--- src/rtl/flash_line_fetcher_pkg.sv ---
// rtl/flash_line_fetcher_pkg.sv - shared states and AXI constants for the flash line fetcher
package flash_line_fetcher_pkg;

    typedef enum logic [2:0] {
        FLF_IDLE  = 3'd0,
        FLF_AR    = 3'd1,
        FLF_DATA  = 3'd2,
        FLF_DRAIN = 3'd3,
        FLF_RESP  = 3'd4
    } flf_state_e;

    localparam logic [1:0] AXI_BURST_INCR     = 2'b01;
    localparam logic [1:0] AXI_RESP_OKAY      = 2'b00;
    localparam logic [3:0] AXI_ID_FLASH_FETCH = 4'h0;
    localparam logic [3:0] AXI_CACHE_FETCH    = 4'b0011;

    function automatic logic [2:0] axi_size(input int data_w);
        return 3'($clog2(data_w / 8));
    endfunction

endpackage

--- src/rtl/flash_line_fetcher_if.sv ---
// rtl/flash_line_fetcher_if.sv - AXI4 read address/data channels between fetcher and flash slave
interface flash_line_fetcher_if #(
    parameter int ADDR_W = 32,
    parameter int DATA_W = 64
);
    logic [3:0]        arid;
    logic [ADDR_W-1:0] araddr;
    logic [7:0]        arlen;
    logic [2:0]        arsize;
    logic [1:0]        arburst;
    logic              arlock;
    logic [3:0]        arcache;
    logic [2:0]        arprot;
    logic [3:0]        arqos;
    logic              arvalid;
    logic              arready;

    logic [3:0]        rid;
    logic [DATA_W-1:0] rdata;
    logic [1:0]        rresp;
    logic              rlast;
    logic              rvalid;
    logic              rready;

    modport master (
        output arid, araddr, arlen, arsize, arburst, arlock, arcache, arprot, arqos, arvalid,
        input  arready,
        input  rid, rdata, rresp, rlast, rvalid,
        output rready
    );

    modport slave (
        input  arid, araddr, arlen, arsize, arburst, arlock, arcache, arprot, arqos, arvalid,
        output arready,
        output rid, rdata, rresp, rlast, rvalid,
        input  rready
    );

endinterface

--- src/rtl/flash_line_fetcher.sv ---
// rtl/flash_line_fetcher.sv - single-outstanding AXI4 INCR line fill master for linear flash
module flash_line_fetcher
    import flash_line_fetcher_pkg::*;
#(
    parameter int         ADDR_W     = 32,
    parameter int         DATA_W     = 64,
    parameter int         LINE_BEATS = 8,
    parameter logic [3:0] AXI_ID     = AXI_ID_FLASH_FETCH
) (
    input  logic                         clk,
    input  logic                         rst,
    input  logic                         req_valid,
    output logic                         req_ready,
    input  logic [ADDR_W-1:0]            req_addr,
    output logic                         resp_valid,
    input  logic                         resp_ready,
    output logic [DATA_W*LINE_BEATS-1:0] resp_line,
    output logic                         resp_err,
    flash_line_fetcher_if.master         axi
);

    localparam int LINE_BYTES = LINE_BEATS * DATA_W / 8;
    localparam int IDX_W      = $clog2(LINE_BEATS);
    localparam int CNT_W      = IDX_W + 1;
    localparam logic [CNT_W-1:0]  LAST_BEAT = CNT_W'(LINE_BEATS - 1);
    localparam logic [ADDR_W-1:0] LINE_MASK = ADDR_W'(LINE_BYTES - 1);

    flf_state_e        state_q;
    flf_state_e        state_d;
    logic [ADDR_W-1:0] addr_q;
    logic [CNT_W-1:0]  beat_cnt;
    logic              err_q;
    logic [DATA_W-1:0] line_buf [LINE_BEATS];

    logic accept_req;
    logic data_beat;
    logic at_last;
    logic beat_bad;
    logic count_bad;
    logic arvalid_c;
    logic rready_c;

    assign at_last   = (beat_cnt == LAST_BEAT);
    assign data_beat = (state_q == FLF_DATA) && axi.rvalid;
    assign beat_bad  = (axi.rresp != AXI_RESP_OKAY) || (axi.rid != AXI_ID);
    // Early RLAST and a missing RLAST on the final slot are both framing errors.
    assign count_bad = axi.rlast != at_last;

    always_ff @(posedge clk or posedge rst) begin
        if (rst) begin
            state_q <= FLF_IDLE;
        end else begin
            state_q <= state_d;
        end
    end

    always_comb begin
        state_d    = state_q;
        req_ready  = 1'b0;
        arvalid_c  = 1'b0;
        rready_c   = 1'b0;
        resp_valid = 1'b0;
        accept_req = 1'b0;
        case (state_q)
            FLF_IDLE: begin
                req_ready = 1'b1;
                if (req_valid) begin
                    accept_req = 1'b1;
                    state_d    = FLF_AR;
                end
            end
            FLF_AR: begin
                arvalid_c = 1'b1;
                if (axi.arready) begin
                    state_d = FLF_DATA;
                end
            end
            FLF_DATA: begin
                rready_c = 1'b1;
                if (axi.rvalid) begin
                    if (axi.rlast) begin
                        state_d = FLF_RESP;
                    end else if (at_last) begin
                        state_d = FLF_DRAIN;
                    end
                end
            end
            FLF_DRAIN: begin
                // Overlong burst: keep accepting until the slave closes it.
                rready_c = 1'b1;
                if (axi.rvalid && axi.rlast) begin
                    state_d = FLF_RESP;
                end
            end
            FLF_RESP: begin
                resp_valid = 1'b1;
                if (resp_ready) begin
                    state_d = FLF_IDLE;
                end
            end
            default: begin
                state_d = FLF_IDLE;
            end
        endcase
    end

    always_ff @(posedge clk or posedge rst) begin
        if (rst) begin
            addr_q   <= '0;
            beat_cnt <= '0;
            err_q    <= 1'b0;
            for (int k = 0; k < LINE_BEATS; k++) begin
                line_buf[k] <= '0;
            end
        end else begin
            if (accept_req) begin
                addr_q   <= req_addr & ~LINE_MASK;
                beat_cnt <= '0;
                err_q    <= 1'b0;
            end
            if (data_beat) begin
                line_buf[beat_cnt[IDX_W-1:0]] <= axi.rdata;
                beat_cnt <= beat_cnt + 1'b1;
                if (beat_bad || count_bad) begin
                    err_q <= 1'b1;
                end
            end
        end
    end

    for (genvar k = 0; k < LINE_BEATS; k++) begin : g_pack
        assign resp_line[k*DATA_W +: DATA_W] = line_buf[k];
    end

    assign resp_err = err_q;

    assign axi.arid    = AXI_ID;
    assign axi.araddr  = addr_q;
    assign axi.arlen   = 8'(LINE_BEATS - 1);
    assign axi.arsize  = axi_size(DATA_W);
    assign axi.arburst = AXI_BURST_INCR;
    assign axi.arlock  = 1'b0;
    assign axi.arcache = AXI_CACHE_FETCH;
    assign axi.arprot  = 3'b000;
    assign axi.arqos   = 4'b0000;
    assign axi.arvalid = arvalid_c;
    assign axi.rready  = rready_c;

endmodule

--- src/flat_wrapper.sv ---
// flat-port wrapper written by rule: the top's interface ports become plain ports
module flash_line_fetcher_flat import flash_line_fetcher_pkg::*;
#(
    parameter int         ADDR_W     = 32,
    parameter int         DATA_W     = 64,
    parameter int         LINE_BEATS = 8,
    parameter logic [3:0] AXI_ID     = AXI_ID_FLASH_FETCH
)
  (clk, rst, req_valid, req_ready, req_addr, resp_valid, resp_ready, resp_line, resp_err, axi_arid, axi_araddr, axi_arlen, axi_arsize, axi_arburst, axi_arlock, axi_arcache, axi_arprot, axi_arqos, axi_arvalid, axi_arready, axi_rid, axi_rdata, axi_rresp, axi_rlast, axi_rvalid, axi_rready);
  flash_line_fetcher_if #(.ADDR_W(ADDR_W), .DATA_W(DATA_W)) axi_i ();
  input  logic clk;
  input  logic rst;
  input  logic req_valid;
  output logic req_ready;
  input  logic [ADDR_W-1:0] req_addr;
  output logic resp_valid;
  input  logic resp_ready;
  output logic [DATA_W*LINE_BEATS-1:0] resp_line;
  output logic resp_err;
  output wire logic [$bits(axi_i.arid)-1:0] axi_arid;
  output wire logic [$bits(axi_i.araddr)-1:0] axi_araddr;
  output wire logic [$bits(axi_i.arlen)-1:0] axi_arlen;
  output wire logic [$bits(axi_i.arsize)-1:0] axi_arsize;
  output wire logic [$bits(axi_i.arburst)-1:0] axi_arburst;
  output wire logic [$bits(axi_i.arlock)-1:0] axi_arlock;
  output wire logic [$bits(axi_i.arcache)-1:0] axi_arcache;
  output wire logic [$bits(axi_i.arprot)-1:0] axi_arprot;
  output wire logic [$bits(axi_i.arqos)-1:0] axi_arqos;
  output wire logic [$bits(axi_i.arvalid)-1:0] axi_arvalid;
  input wire logic [$bits(axi_i.arready)-1:0] axi_arready;
  input wire logic [$bits(axi_i.rid)-1:0] axi_rid;
  input wire logic [$bits(axi_i.rdata)-1:0] axi_rdata;
  input wire logic [$bits(axi_i.rresp)-1:0] axi_rresp;
  input wire logic [$bits(axi_i.rlast)-1:0] axi_rlast;
  input wire logic [$bits(axi_i.rvalid)-1:0] axi_rvalid;
  output wire logic [$bits(axi_i.rready)-1:0] axi_rready;
  assign axi_arid = axi_i.arid;
  assign axi_araddr = axi_i.araddr;
  assign axi_arlen = axi_i.arlen;
  assign axi_arsize = axi_i.arsize;
  assign axi_arburst = axi_i.arburst;
  assign axi_arlock = axi_i.arlock;
  assign axi_arcache = axi_i.arcache;
  assign axi_arprot = axi_i.arprot;
  assign axi_arqos = axi_i.arqos;
  assign axi_arvalid = axi_i.arvalid;
  assign axi_i.arready = axi_arready;
  assign axi_i.rid = axi_rid;
  assign axi_i.rdata = axi_rdata;
  assign axi_i.rresp = axi_rresp;
  assign axi_i.rlast = axi_rlast;
  assign axi_i.rvalid = axi_rvalid;
  assign axi_rready = axi_i.rready;
  flash_line_fetcher #(.ADDR_W(ADDR_W), .DATA_W(DATA_W), .LINE_BEATS(LINE_BEATS), .AXI_ID(AXI_ID)) u_core (.clk(clk), .rst(rst), .req_valid(req_valid), .req_ready(req_ready), .req_addr(req_addr), .resp_valid(resp_valid), .resp_ready(resp_ready), .resp_line(resp_line), .resp_err(resp_err), .axi(axi_i));
endmodule
--- config.mk ---
export PLATFORM = sky130hd
export DESIGN_NAME = flash_line_fetcher_flat
export DESIGN_NICKNAME = d
export VERILOG_FILES = /design/src/rtl/flash_line_fetcher_pkg.sv /design/src/rtl/flash_line_fetcher_if.sv /design/src/rtl/flash_line_fetcher.sv /design/src/flat_wrapper.sv
export SDC_FILE = /design/constraint.sdc
export NUM_CORES = 1
export LEC_CHECK = 0
export ABC_AREA = 1
export BUFFER_PORTS_ARGS = -buffer_cell sky130_fd_sc_hd__buf_2
export CAP_MARGIN = 40
export CORE_AREA = 2 2 270 272
export CTS_CLUSTER_SIZE = 30
export DETAILED_ROUTE_END_ITERATION = 16
export DIE_AREA = 0 0 272 274
export PLACE_DENSITY = 0.61
export SLEW_MARGIN = 40
export SYNTH_ARGS = -nofsm -noshare
export SYNTH_HDL_FRONTEND = slang
export SYNTH_SLANG_ARGS = --single-unit
--- constraint.sdc ---
create_clock -name clk -period 50.3 [get_ports clk]
set_input_delay 10.06 -clock clk [delete_from_list [all_inputs] [get_ports clk]]
set_output_delay 10.06 -clock clk [all_outputs]
set_load 0.03 [all_outputs]
# Word level (Yosys, flattened, before mapping)
# Cells that the tools add are included.
# word_totals
regBits	546
input_bits	109
output_inout_bits	578
wordCells	61
# op_classes
addsub	1
n_lt_le_gt_ge	2
eq_ne	12
n_mux	22
bitwise	1
n_reduce_logical	11
# ops
op	n
bitwise mux 512 bit	1
demux 64 bit (select 3 bit)	1
two-way mux 64 bit	1
two-way mux 3 bit	7
case mux 3 bit (5 select lines)	1
two-way mux 1 bit	9
two-way mux 4 bit	2
!= test 2 bit (second input constant)	4
== test 3 x 2 -> 1 bit (second input constant)	2
AND reduction 6 bit	1
adder 4 x 1 -> 4 bit (second input constant)	1
== test 4 x 3 -> 1 bit (second input constant)	1
>= comparator 4 bit (second input constant)	1
< comparator 4 x 1 -> 1 bit (second input constant)	1
inverter 3 -> 4 bit	1
nonzero test 2 bit	2
nonzero test 4 bit	1
== test 3 x 1 -> 1 bit (second input constant)	1
== test 3 bit (second input constant)	1
logical AND 1 bit	3
zero test 3 bit	1
!= test 3 x 2 -> 1 bit (second input constant)	1
logical OR 1 bit	2
!= test 2 x 1 -> 1 bit (second input constant)	1
other kinds (2)	2

# Logic depth before layout (Yosys ltp)
# Gate-level depths: netlist (run 1).
# logic_depth
depth_word	6
depth_mapped	9

# Worst setup path before layout (run 1)
# No wires, ideal clock.
# synth_path
kind	reg-to-output
startpoint	reg u_core.state_q[0]
endpoint	out req_ready
arrival_ps	1249
path_slack_ps	38991
path_stages_with_launch	5
cell_sequence	dfrtp_1 > nor2_1 > nand2_1 > inv_2 > clkbuf_1
# synth_via
elab_chain_cells	2
# synth_rtl
element	line_no	text
from (decl)	flash_line_fetcher.sv:28	flf_state_e state_q;
from (signal assigned)	flash_line_fetcher.sv:53	state_q <= state_d;
zero test 3 bit	flash_line_fetcher.sv:64	case (state_q)
two-way mux 1 bit	flash_line_fetcher.sv:64	
to (decl)	flat_wrapper.sv:14	output logic req_ready;
# Every way passes these cells.

# Worst setup path after layout (run 1)
# Same ends and word-level chain as after synthesis.

==> results.cfg, run 1 <==
[yosys]
synth_seq_cells = 546
yosysSeqAreaShare_pct = 68.28
yosys_warnings = 0
syn_avg_cell_area_um2 = 10.22
syn_inst = 1958
yosysUniqueCellTypes = 23
synth_area_um2 = 20010

[clock_tree]
h-tree-depth = 2
clock-sinks = 546
ctsHoldBuffers = 0
clk_pin_slew_ns = 0.06
cts_tree = yes
root_buffer = clkbuf_16
clockBufferDepth = 3
numCtsBuffers = 59
cts.repair.resized = 0
cts_setup_buffers = 0
clock_latency_ns = 0.60

[timing]
finalSetupViolCount = 0
finalSetupTns_ns = 0
grt_setup_unrepaired = false
hold_viol_final = 0
fmaxAchievable_mhz = 82.70
fin_ws_ns = 38.21
fin_skew_ns = 0.01380
post-route-min-period_ns = 12.09
slew_headroom_pct = 42.98
fin_crit_sh_pct = 24.04
slew_viol_final = 0
tightest_slew_ns = 0.8552

[critical_path]
crit_path_end_kind = output pin
r2r_start = u_core.state_q[1]$_DFFE_PP0P_
critPathLaunch = u_core.state_q[0]$_DFFE_PP0P_
cp_max_fo = 28
start_kind = flip-flop
crit_arrival_ns = 2.03
critPathRequiredTime_ns = 40.24
crit_type = reg2out

[routing]
via_per_inst = 4.418
dr.pass1.iters = 5
vias = 15747
ant_nets = 0
route.detailed.wl_per_inst_um = 17.50
wl_mm = 62.36
drc_errors = 0
initialDrtViolationCount = 905

[layout]
area_growth_pct = 29.69
antenna_cells = 0
nNetsFinal = 2668
drive_above_1_share_pct = 29.83
postLayoutCellArea_um2 = 25950
n_fill_cell = 7388
layout_commonest_cell = buf_2
layout_common_cells = buf_2 (645), nand2_1 (594), dfrtp_1 (546), o21ai_1 (505), inv_1 (72)

[placed_design]
dpl_cell_area_um2 = 23890
dpl.hpwl_mm = 42.54
place.gp.congestion = 0.7895
post-place-ws_ns = 37.52
port_buffers = 645

[grt]
first_global_vias = 15070
grt_util_all_layers_pct = 16.26
grt_max_degree = 126
antenna_found_initial = 0
grt-ovfl-total = 0
grt_pass1_wl_mm = 94.30

[power]
ir_drop_v = 0.00003799
p_per_area_nw_per_um2 = 67.18
total_power_mw = 1.743
leakage_nw = 14.07

[floorplanning]
rows = 99
die_height_um = 274
coreArea_um2 = 71970
die_x_um = 272
start_util_pct = 27.81
ioPinCount = 687
dieArea_um2 = 74530

[min_path]
min_from = u_core.axi.araddr[8]$_DFFE_PP0P_
min_path_type = reg2reg

[job]
maxCapViolations = 0

[status]
status = finished, final reports clean
-- layout make-up --
cell class / count / area [um2] / share of cell area, %
flip-flops and latches: 546 / 13660 / 52.64
multi-input cells: 1213 / 5373 / 20.70
repair buffers: 661 / 3391 / 13.06
clock buffers: 84 / 1763 / 6.793
well taps: 959 / 1200 / 4.623
inverters: 77 / 304.0 / 1.171
clock inverters: 24 / 260.3 / 1.003
-- kinds of logic (layout without fill, tap and decap cells) --
family | Yosys count | count (layout) | share of synthesized area (%)
buffers and inverters | 232 | 846 | 5.927
and+or+nand+nor | 660 | 660 | 12.73
adders and majority gates | 1 | 1 | 0.06251
DFF | 546 | 546 | 68.28
xor gates and xnor gates | 1 | 1 | 0.04377
AOI/OAI and AO/OA | 516 | 516 | 12.92
other | 2 | 35 | 0.03753
-- flip-flops by register name, indices dropped and copies added, names as in the netlist --
name               flops
u_core.axi.araddr     26
u_core.resp_line     512
u_core.resp_err        1
u_core.beat_cnt        4
u_core.state_q         3
-- cells in the mapped netlist, drive strengths merged --
library cell | count | share of area, %
nand3b | 1 | 0.038
nor2 | 20 | 0.41
o21ai | 514 | 13
nand3 | 34 | 0.90
ha | 1 | 0.063
dfrtp | 546 | 68
o21bai | 1 | 0.038
buf | 146 | 4.3
conb | 2 | 0.038
nand2 | 602 | 11
clkbuf | 9 | 0.17
inv | 77 | 1.5
xnor2 | 1 | 0.044
o22ai | 1 | 0.031
nor3 | 3 | 0.075
-- where the power goes --
part           internal, mW  switching [mW]  total [mW]  leakage, nW
combinational         0.169           0.477       0.646         5.71
sequential            0.578          0.0724       0.651         7.36
clock                 0.268           0.179       0.447         1.00
-- layer usage --
metal / global-route usage, % / share of wire (%) / routed length, um / vias to the layer above
met5: 0 / 0 / 0 / -
li1: - / - / - / 7533
met1: 20.66 / 42 / 26320 / 7517
met4: 5.625 / 3.3 / 2076 / 0
met2: 26.62 / 46 / 28940 / 579
met3: 4.536 / 8.1 / 5025 / 118
-- stage by stage --
| stage | utilization (%) | std cells | hold slack [ns] |
|---|---|---|---|
| detailed placement | 33.20 | 3455 | 0.4530 |
| global placement | 33.14 | 3455 | 0.4517 |
| CTS | 36.01 | 3563 | 0.4676 |
| floorplan | - | 1991 | 0.4496 |
| finish | 36.06 | 3564 | 0.4641 |
| global route | 36.06 | 3564 | 0.4871 |
-- worst paths after layout --
| check | endpoint | slack (ns) | cells after the start |
|---|---|---|---|
| worst min-delay path | u_core.axi.araddr[8]$_DFFE_PP0P_ | 0.46 | 2 |
| max in group asynchronous | u_core.resp_line[15]$_DFFE_PP0P_ | 38.30 | 5 |
| worst min register to register | u_core.axi.araddr[8]$_DFFE_PP0P_ | 0.46 | 2 |
| worst max-delay path | req_ready | 38.21 | 4 |
| worst max register to register | u_core.resp_line[109]$_DFFE_PP0P_ | 47.79 | 8 |
| min in group asynchronous | u_core.resp_line[174]$_DFFE_PP0P_ | 9.56 | 2 |
-- worst max-delay path, cell delays in order (launching register included) --
cell     delay (ns)
dfrtp_1        0.44
nor2_1         0.21
nand2_1        0.12
inv_2          0.38
buf_2          0.29
No activity file was read; power rests on OpenSTA's default activity.
==> run 2, diff against run 1 <==
Settings changed: CORE_AREA 2 2 270 272 to 2 2 265 267, DIE_AREA 0 0 272 274 to 0 0 267 269, PLACE_DENSITY 0.61 to 0.62.
Clock period 50.3 ns to 12.59 ns, I/O delays scaled along.
==> run 2 against run 1 <==
  * Count of clock-buffer cells in the layout grew 4
  * Combinational power grew to 4.0 times the previous value
  * Clock skew grew 0.0082 ns
  * Sequential power grew to 4.0 times the previous value
  * Critical path type unchanged
  * Highest routed layer unchanged
==> results.cfg, run 2 (synthesis gave the netlist of run 1 again) <==
[layout]
fin_cells = 3545
n_fill_cell = 7038
largest_register_ffs = 512
area_growth_pct = 29.22
nNetsFinal = 2667
postLayoutCellArea_um2 = 25860
layout_common_cells = buf_2 (645), nand2_1 (594), dfrtp_1 (546), o21ai_1 (505), inv_1 (73)
drive_above_1_share_pct = 29.42
fin_util_pct = 37.32
layout_commonest_cell = buf_2

[power]
leakage_nw = 14.02
total_power_mw = 6.887
p_per_area_nw_per_um2 = 266.3
ir_drop_v = 0.0001602

[critical_path]
cpPeakStageDelay_ns = 0.44
path_buf_inv = 2
slowest_stage = dfrtp_1
cp_top_family = buffers and inverters
crit_type = reg2out
cp_max_fo = 28
crit_path_end_kind = output pin
critPathRequiredTime_ns = 10.07
start_kind = flip-flop
path_cells = nor2_1 > nand2_1 > inv_2 > buf_2
crit_arrival_ns = 2.06

[clock_tree]
cts.repair.resized = 0
clk_pin_slew_ns = 0.06
ctsHoldBuffers = 0
root_buffer = clkbuf_16
clock_latency_ns = 0.60
numCtsBuffers = 57
clock-sinks = 546
clockBufferDepth = 3
cts_setup_buffers = 0
h-tree-depth = 2
cts_tree = yes

[timing]
fin_crit_sh_pct = 36.35
whs_ns = 0.4640
fmaxAchievable_mhz = 218.5
fin_ws_ns = 8.014
slew_headroom_pct = 46.95
post-route-min-period_ns = 4.576
tightest_slew_ns = 0.7957
finalSetupTns_ns = 0
hold_viol_final = 0
finalSetupViolCount = 0
fin_skew_ns = 0.02198
grt_setup_unrepaired = false
slew_viol_final = 0

[routing]
ant_nets = 0
drc_errors = 0
vias = 15678
route.detailed.wl_per_inst_um = 17.76
via_per_inst = 4.423
initialDrtViolationCount = 1145
dr.pass1.iters = 7
wl_mm = 62.96

[grt]
grt_max_degree = 150
grt_util_all_layers_pct = 16.86
antenna_found_initial = 1
grt-ovfl-total = 0
grt_pass1_wl_mm = 93.36
first_global_vias = 14904

[min_path]
min_path_type = reg2reg

[job]
maxCapViolations = 0

[status]
status = finished, final reports clean

[floorplanning]
ioPinCount = 687
die_x_um = 267
dieArea_um2 = 71820
rows = 97
die_height_um = 269
start_util_pct = 28.88
coreArea_um2 = 69300

[placed_design]
place.gp.congestion = 0.7784
placedCellCount = 3437
dpl_cell_area_um2 = 23940
port_buffers = 645
post-place-ws_ns = 7.940
dpl.hpwl_mm = 42.76
run 2: cell types whose count changed in the layout (fill, tap and decap cells not counted), sizes merged:
cell    previous run  this run
buf              661       662
bufinv             5         3
clkbuf            84        88
clkinv            15        12
diode              0         1
inv               78        77
run 2: layer usage:
layer | wire [um] | GRT usage (%)
met2 | 29880 | 27.82
met1 | 26630 | 21.45
met5 | 0 | 0
met4 | 1848 | 5.709
met3 | 4602 | 4.530
run 2: worst reg2reg max path: stages (launching register included):
cell and delay (ns):
dfrtp_1 0.44, inv_2 0.13, nor2_4 0.05, nand3_2 0.11, nor2_1 0.09, nand2_4 0.58, buf_4 0.71, nand2_1 0.22
o21ai_1 0.12
run 2: final cells by class:
cell class	count	area [um2]	share of cell area [%]
diodes	1	2.502	0.009677
clock buffers	88	1705	6.595
clock inverters	18	181.4	0.7016
inverters	77	295.3	1.142
multi-input cells	1213	5364	20.74
flip-flops and latches	546	13660	52.84
well taps	940	1176	4.548
repair buffers	662	3472	13.43
run 2: where the power goes:
part	total (mW)	leakage, nW	switching, mW	internal, mW
clock network	1.69	0.928	0.696	0.991
logic	2.60	5.73	1.92	0.678
registers	2.60	7.36	0.289	2.31
run 2: final timing paths:
path,end,from,slack (ns),depth (start not counted)
worst max-delay path,req_ready,u_core.state_q[0]$_DFFE_PP0P_,8.01,4
worst min-delay path,u_core.axi.araddr[22]$_DFFE_PP0P_,u_core.axi.araddr[22]$_DFFE_PP0P_,0.46,2
worst max register to register,u_core.resp_line[55]$_DFFE_PP0P_,u_core.state_q[1]$_DFFE_PP0P_,10.06,8
worst min register to register,u_core.axi.araddr[22]$_DFFE_PP0P_,u_core.axi.araddr[22]$_DFFE_PP0P_,0.46,2
max in group asynchronous,u_core.resp_line[212]$_DFFE_PP0P_,rst,8.86,5
min in group asynchronous,u_core.resp_line[306]$_DFFE_PP0P_,rst,1.93,2
